**src/rtl/scroll_window_gen.sv**
```systemverilog
// Four-digit scrolling window over a message of up to 16 character codes.
// Optional macro SCROLL_PAUSE_EN adds a pause input that freezes scrolling.
module scroll_window_gen #(
  parameter int unsigned TICK_DIV = 25000000
) (
  input  logic        CLOCK_50,
  input  logic        KEY0,
  input  logic        clear,
  input  logic        wr_valid,
  output logic        wr_ready,
  input  logic [3:0]  wr_char,
  input  logic        wr_last,
`ifdef SCROLL_PAUSE_EN
  input  logic        pause,
`endif
  output logic [15:0] win_char,
  output logic [3:0]  win_blank,
  output logic        win_step
);

  // state   | meaning
  // S_EMPTY | no message stored, accepting the first character
  // S_LOAD  | message partly loaded, accepting further characters
  // S_RUN   | message complete, window scrolling, writes ignored
  typedef enum logic [1:0] {
    S_EMPTY = 2'd0,
    S_LOAD  = 2'd1,
    S_RUN   = 2'd2
  } state_t;

  localparam int unsigned   TW        = $clog2(TICK_DIV);
  localparam logic [TW-1:0] TICK_LAST = TW'(TICK_DIV - 1);

  state_t        state_q, state_d;
  logic [4:0]    len_q, len_d;
  logic [4:0]    p_q, p_d;
  logic [TW-1:0] tick_q, tick_d;
  logic [3:0]    msg_q [16];
  logic [3:0]    msg_d [16];
  logic          pend_q, pend_d;
  logic [15:0]   win_char_q, win_char_d;
  logic [3:0]    win_blank_q, win_blank_d;
  logic          win_step_q, win_step_d;

  logic [4:0]    stream_len;
  logic [15:0]   view_char;
  logic [3:0]    view_blank;
  logic          accept;
  logic          run_en;

`ifdef SCROLL_PAUSE_EN
  assign run_en = !pause;
`else
  assign run_en = 1'b1;
`endif

  assign wr_ready   = (state_q != S_RUN);
  assign accept     = wr_valid && wr_ready && !clear;
  assign stream_len = len_q + 5'd4;

  // Digit k shows stream position p+(3-k), wrapped once; L >= 5 so one wrap suffices.
  for (genvar k = 0; k < 4; k++) begin : g_digit
    localparam logic [4:0] OFS = 5'(3 - k);
    logic [4:0] raw;
    logic [4:0] idx;
    assign raw               = p_q + OFS;
    assign idx               = (raw >= stream_len) ? (raw - stream_len) : raw;
    assign view_blank[k]     = (idx >= len_q);
    assign view_char[4*k+:4] = view_blank[k] ? 4'h0 : msg_q[idx[3:0]];
  end

  always_comb begin
    state_d     = state_q;
    len_d       = len_q;
    p_d         = p_q;
    tick_d      = tick_q;
    msg_d       = msg_q;
    pend_d      = 1'b0;
    win_char_d  = win_char_q;
    win_blank_d = win_blank_q;
    win_step_d  = 1'b0;

    // A position change made last cycle becomes visible now.
    if (pend_q) begin
      win_char_d  = view_char;
      win_blank_d = view_blank;
      win_step_d  = 1'b1;
    end

    if (clear) begin
      state_d     = S_EMPTY;
      len_d       = 5'd0;
      p_d         = 5'd0;
      tick_d      = '0;
      pend_d      = 1'b0;
      win_char_d  = 16'h0000;
      win_blank_d = 4'hF;
      win_step_d  = (win_blank_q != 4'hF);
    end else begin
      unique case (state_q)
        S_EMPTY, S_LOAD: begin
          if (accept) begin
            msg_d[len_q[3:0]] = wr_char;
            len_d             = len_q + 5'd1;
            if (wr_last || (len_q == 5'd15)) begin
              state_d = S_RUN;
              p_d     = 5'd0;
              tick_d  = '0;
              pend_d  = 1'b1;
            end else begin
              state_d = S_LOAD;
            end
          end
        end
        S_RUN: begin
          if (run_en) begin
            if (tick_q == TICK_LAST) begin
              tick_d = '0;
              p_d    = (p_q == stream_len - 5'd1) ? 5'd0 : p_q + 5'd1;
              pend_d = 1'b1;
            end else begin
              tick_d = tick_q + 1'b1;
            end
          end
        end
        default: begin
          state_d = S_EMPTY;
        end
      endcase
    end
  end

  always_ff @(posedge CLOCK_50 or negedge KEY0) begin
    if (!KEY0) begin
      state_q     <= S_EMPTY;
      len_q       <= 5'd0;
      p_q         <= 5'd0;
      tick_q      <= '0;
      pend_q      <= 1'b0;
      win_char_q  <= 16'h0000;
      win_blank_q <= 4'hF;
      win_step_q  <= 1'b0;
      for (int i = 0; i < 16; i++) msg_q[i] <= 4'h0;
    end else begin
      state_q     <= state_d;
      len_q       <= len_d;
      p_q         <= p_d;
      tick_q      <= tick_d;
      pend_q      <= pend_d;
      win_char_q  <= win_char_d;
      win_blank_q <= win_blank_d;
      win_step_q  <= win_step_d;
      for (int i = 0; i < 16; i++) msg_q[i] <= msg_d[i];
    end
  end

  assign win_char  = win_char_q;
  assign win_blank = win_blank_q;
  assign win_step  = win_step_q;

endmodule
```
**config.mk**
```make
export PLATFORM = sky130hd
export DESIGN_NAME = scroll_window_gen
export DESIGN_NICKNAME = d
export VERILOG_FILES = /design/src/rtl/scroll_window_gen.sv
export SDC_FILE = /design/constraint.sdc
export NUM_CORES = 1
export LEC_CHECK = 0
export ABC_AREA = 0
export BUFFER_PORTS_ARGS = -buffer_cell sky130_fd_sc_hd__buf_4
export CORE_MARGIN = 2
export CORE_UTILIZATION = 30
export CTS_CLUSTER_DIAMETER = 30
export CTS_CLUSTER_SIZE = 28
export DETAILED_ROUTE_END_ITERATION = 12
export PLACE_DENSITY = 0.47
export SLEW_MARGIN = 0
export SYNTH_ARGS = -nofsm -noshare
export SYNTH_HDL_FRONTEND = slang
export SYNTH_SLANG_ARGS = --single-unit
```
**constraint.sdc**
```tcl
create_clock -name CLOCK_50 -period 5.5 [get_ports CLOCK_50]
set_input_delay 0 -clock CLOCK_50 [delete_from_list [all_inputs] [get_ports CLOCK_50]]
set_output_delay 0 -clock CLOCK_50 [all_outputs]
set_load 0.01 [all_outputs]
```
==> impl_metrics.tcl <==
set metrics [dict create \
    status "complete, no violations" \
    synth_edf_count 0 \
    critPathLaunchType "register" \
    vdd_drop_max_mv 0.188 \
    dp_hpwl_mm 22.3 \
    place_area_mm2 0.00989 \
    antennaDiodeCount 0 \
    critPathMaxFanout 14 \
    gp_congestion 0.868 \
    wire_per_inst_um 21.8 \
    cts_setup_buffers 0 \
    rsz0062_at_grt "false" \
    async_flop_share_pct 100 \
    tritoncts "yes" \
    grt_pass1_wl_mm 47.2 \
    num_rows 63 \
    pin_count 31 \
    cts_buffer_depth 2 \
    clock_sinks 123 \
    h-tree-depth 4 \
    synth_area_mm2 0.00916 \
    via_per_inst 5.49 \
    postSynthRegisterBits 123 \
    drcViolationCount 0 \
    critPathBufInv 2 \
    initial_core_util_pct 30.7 \
    drt-met1-wl_mm 14.2 \
    syn_inst 948 \
    portBuffers 30 \
    arrival_ns 5.11 \
    hold_path.class "in -> reg" \
    power.total_mw 2.51 \
    hold_start "wr_char[0]" \
    p_leak_nw 4.66 \
    numCtsBuffers 17 \
    timing.fmax_mhz 210 \
    end_kind "register" \
    cap_violations 0 \
    final.setup_skew_ns 0.0175 \
    timing.hold.ws_ns 0.00848 \
    startpoint "p_q[0]" \
    die_w_um 179 \
    post-route-min-period_ns 4.77 \
    syn_area_per_cell_um2 9.67 \
    routed-via-count 7662 \
    routed_wl_mm 30.4 \
    top_layer "met4" \
    fill_cells 3025 \
    slew_headroom_pct 12.9 \
    grt_overflow 0 \
    ys.warnings.count 0 \
    slew_viol_final 0 \
    cpMaxStageDelayCell "o21ai_1" \
    antenna_found_initial 0 \
    multiInputGateArea_mm2 0.00576 \
    first_pass_iters 5 \
    drive_gt1_share_pct 17.9 \
    synth_flop_cell "dfrtp_1" \
    wl_met2_mm 14.4 \
    finalCritPeriodShare_pct 86.7 \
    criticalPathCategory "reg -> reg" \
    area_growth_pct 15.4 \
    required_ns 5.84 \
    finalSetupViolations 0 \
    drt_iter0_drc 588 \
    clk_latency_ns 0.43 \
    path_delay_family "compound AO/OA/AOI/OAI gates" \
    worstReg2RegStart "p_q[0]" \
    dr_wl_met3_mm 1.21 \
    grt_max_degree 64 \
    cts.clk_slew.worst_paths_ns 0.06 \
    worst_pin_slew_ns 1.29 \
    core-area_mm2 0.0299 \
    yosysUniqueCellTypes 68 \
    synth_nets 1014 \
    grt_usage_pct 19.7 \
    cts_root_buf "clkbuf_16" \
    slowest_delay_ns 0.73 \
    hold_violations 0 \
    area.sequential_mm2 0.00308 \
    final_area_mm2 0.0106 \
    path_cells "inv_1 -> ha_1 -> xor2_1 -> inv_1 -> ha_1 -> a21o_1 -> a31oi_1 -> o21ai_1 -> o21ai_0 -> ha_1 -> a21o_1 -> a21o_1 -> a21o_1 -> a211o_1 -> nand2b_1 -> a221o_1 -> o21ai_1" \
    postRouteAntennaNets 0 \
    crit_top_cell "a21o_1" \
    die_height_um 179 \
    tns_ns 0 \
    dieArea_mm2 0.0320 \
    p_per_area_mw_per_mm2 237 \
    yosysSeqAreaShare_pct 33.6 \
    fin_nets 1058 \
    grt_pass1_vias 7614 \
    final_util_pct 35.4 \
]
## metrics by stage
step | worst slack (ns) | cells
6_report | 0.731 | 1395
2_1_floorplan | 0.803 | 948
5_1_grt | 0.338 | 1395
3_3_place_gp | 0.889 | 1357
4_1_cts | 0.748 | 1395
3_5_place_dp | 0.775 | 1357
## timing repair
action,in CTS,in global routing
endpoints found under the setup margin,0,0
endpoints found under the hold margin,73,0
resized for setup,0,0
hold buffers,6,0
## power by group
group | leakage [nW] | switching [mW] | internal, mW
combinational | 2.68 | 0.161 | 0.122
clock | 0.301 | 0.455 | 0.757
sequential | 1.68 | 0.0646 | 0.946
total | 4.66 | 0.681 | 1.82
## layout by cell type, fill, tap and decap left out, types with 24 or more instances in the layout
master | netlist | routed
ha_1 | 53 | 53
nand3_1 | 35 | 35
nand2_1 | 126 | 126
mux2i_1 | 108 | 108
dfrtp_1 | 119 | 119
nor2_1 | 42 | 42
o21ai_0 | 24 | 24
inv_1 | 31 | 31
mux2_2 | 74 | 74
buf_4 | 3 | 58
xor2_1 | 25 | 25
## cell usage after synthesis, types with 5 or more instances
cell type	instances	area share, %
inv_1	31	1.3
nand4_1	13	0.89
a21oi_1	24	1.3
a22o_1	5	0.48
mux2i_1	108	12
nand3_1	35	1.9
buf_2	12	0.66
o21ai_1	8	0.44
a31oi_1	12	0.82
nand2b_1	10	0.68
xnor2_1	21	2.0
nor2_1	42	1.7
mux2_2	74	9.1
xor2_1	25	2.4
nor3_1	11	0.60
o211ai_1	13	1.1
dfrtp_1	119	33
a21o_1	16	1.3
and3_1	8	0.55
nor2b_1	5	0.34
a32oi_1	7	0.67
a222oi_1	7	0.76
a221o_1	9	0.98
ha_1	53	7.2
nand2_1	126	5.2
a22oi_1	16	1.3
o31ai_1	13	1.1
o31a_1	5	0.48
o21ai_0	24	1.3
clkbuf_1	18	0.74
## logic make-up (layout without fill, tap and decap cells)
logic type	Yosys count	after routing	share of synthesized area (%)
compound gates	192	192	15.4
xor+xnor	46	46	4.40
fa+ha+maj	57	57	8.11
buf+inv	72	129	3.62
flops	123	123	33.6
mux	182	182	20.9
simple gates	276	276	14.0
## path summary, 6_finish.rpt
check	cells after the start	end	slack, ns
max	17	win_char[0]	0.73
min	2	msg_q[48]	0.008
max reg2reg	17	win_char[0]	0.73
min reg2reg	1	state_q[0]	0.48
max in group asynchronous	3	msg_q[56]	3.95
min in group asynchronous	2	tick_q[2]	0.21
## worst reg2reg max path: cells and delay by family, from the launching register on
family,cells,cell delay [ns]
AO/OA/AOI/OAI,10,2.36
AND/OR/NAND/NOR,1,0.22
flip-flops,1,0.46
buffers and inverters,2,0.41
XOR/XNOR,1,0.28
adder cells (fa/ha/maj),3,0.96
## registers in the layout (all words and copies together), names as in the netlist
signal,count
msg_q,64
tick_q,25
win_char,16
len_q,5
p_q,5
win_blank,4
state_q,2
pend_q,1
win_step,1
## per-layer routing
layer	GRT usage [%]	up-vias
li1	-	3598
met1	26.9	3844
met2	32.4	185
met3	3.03	35
met4	5.45	0
met5	0	-
## cell type report
type	instances	area share (%)
Multi-Input combinational cell	753	54.4
Timing Repair Buffer	64	4.68
Sequential cell	123	29.1
Clock buffer	21	4.45
Inverter	33	1.17
Clock inverter	11	1.49
Tap cell	390	4.61
No activity file was read; power rests on OpenSTA's default activity.
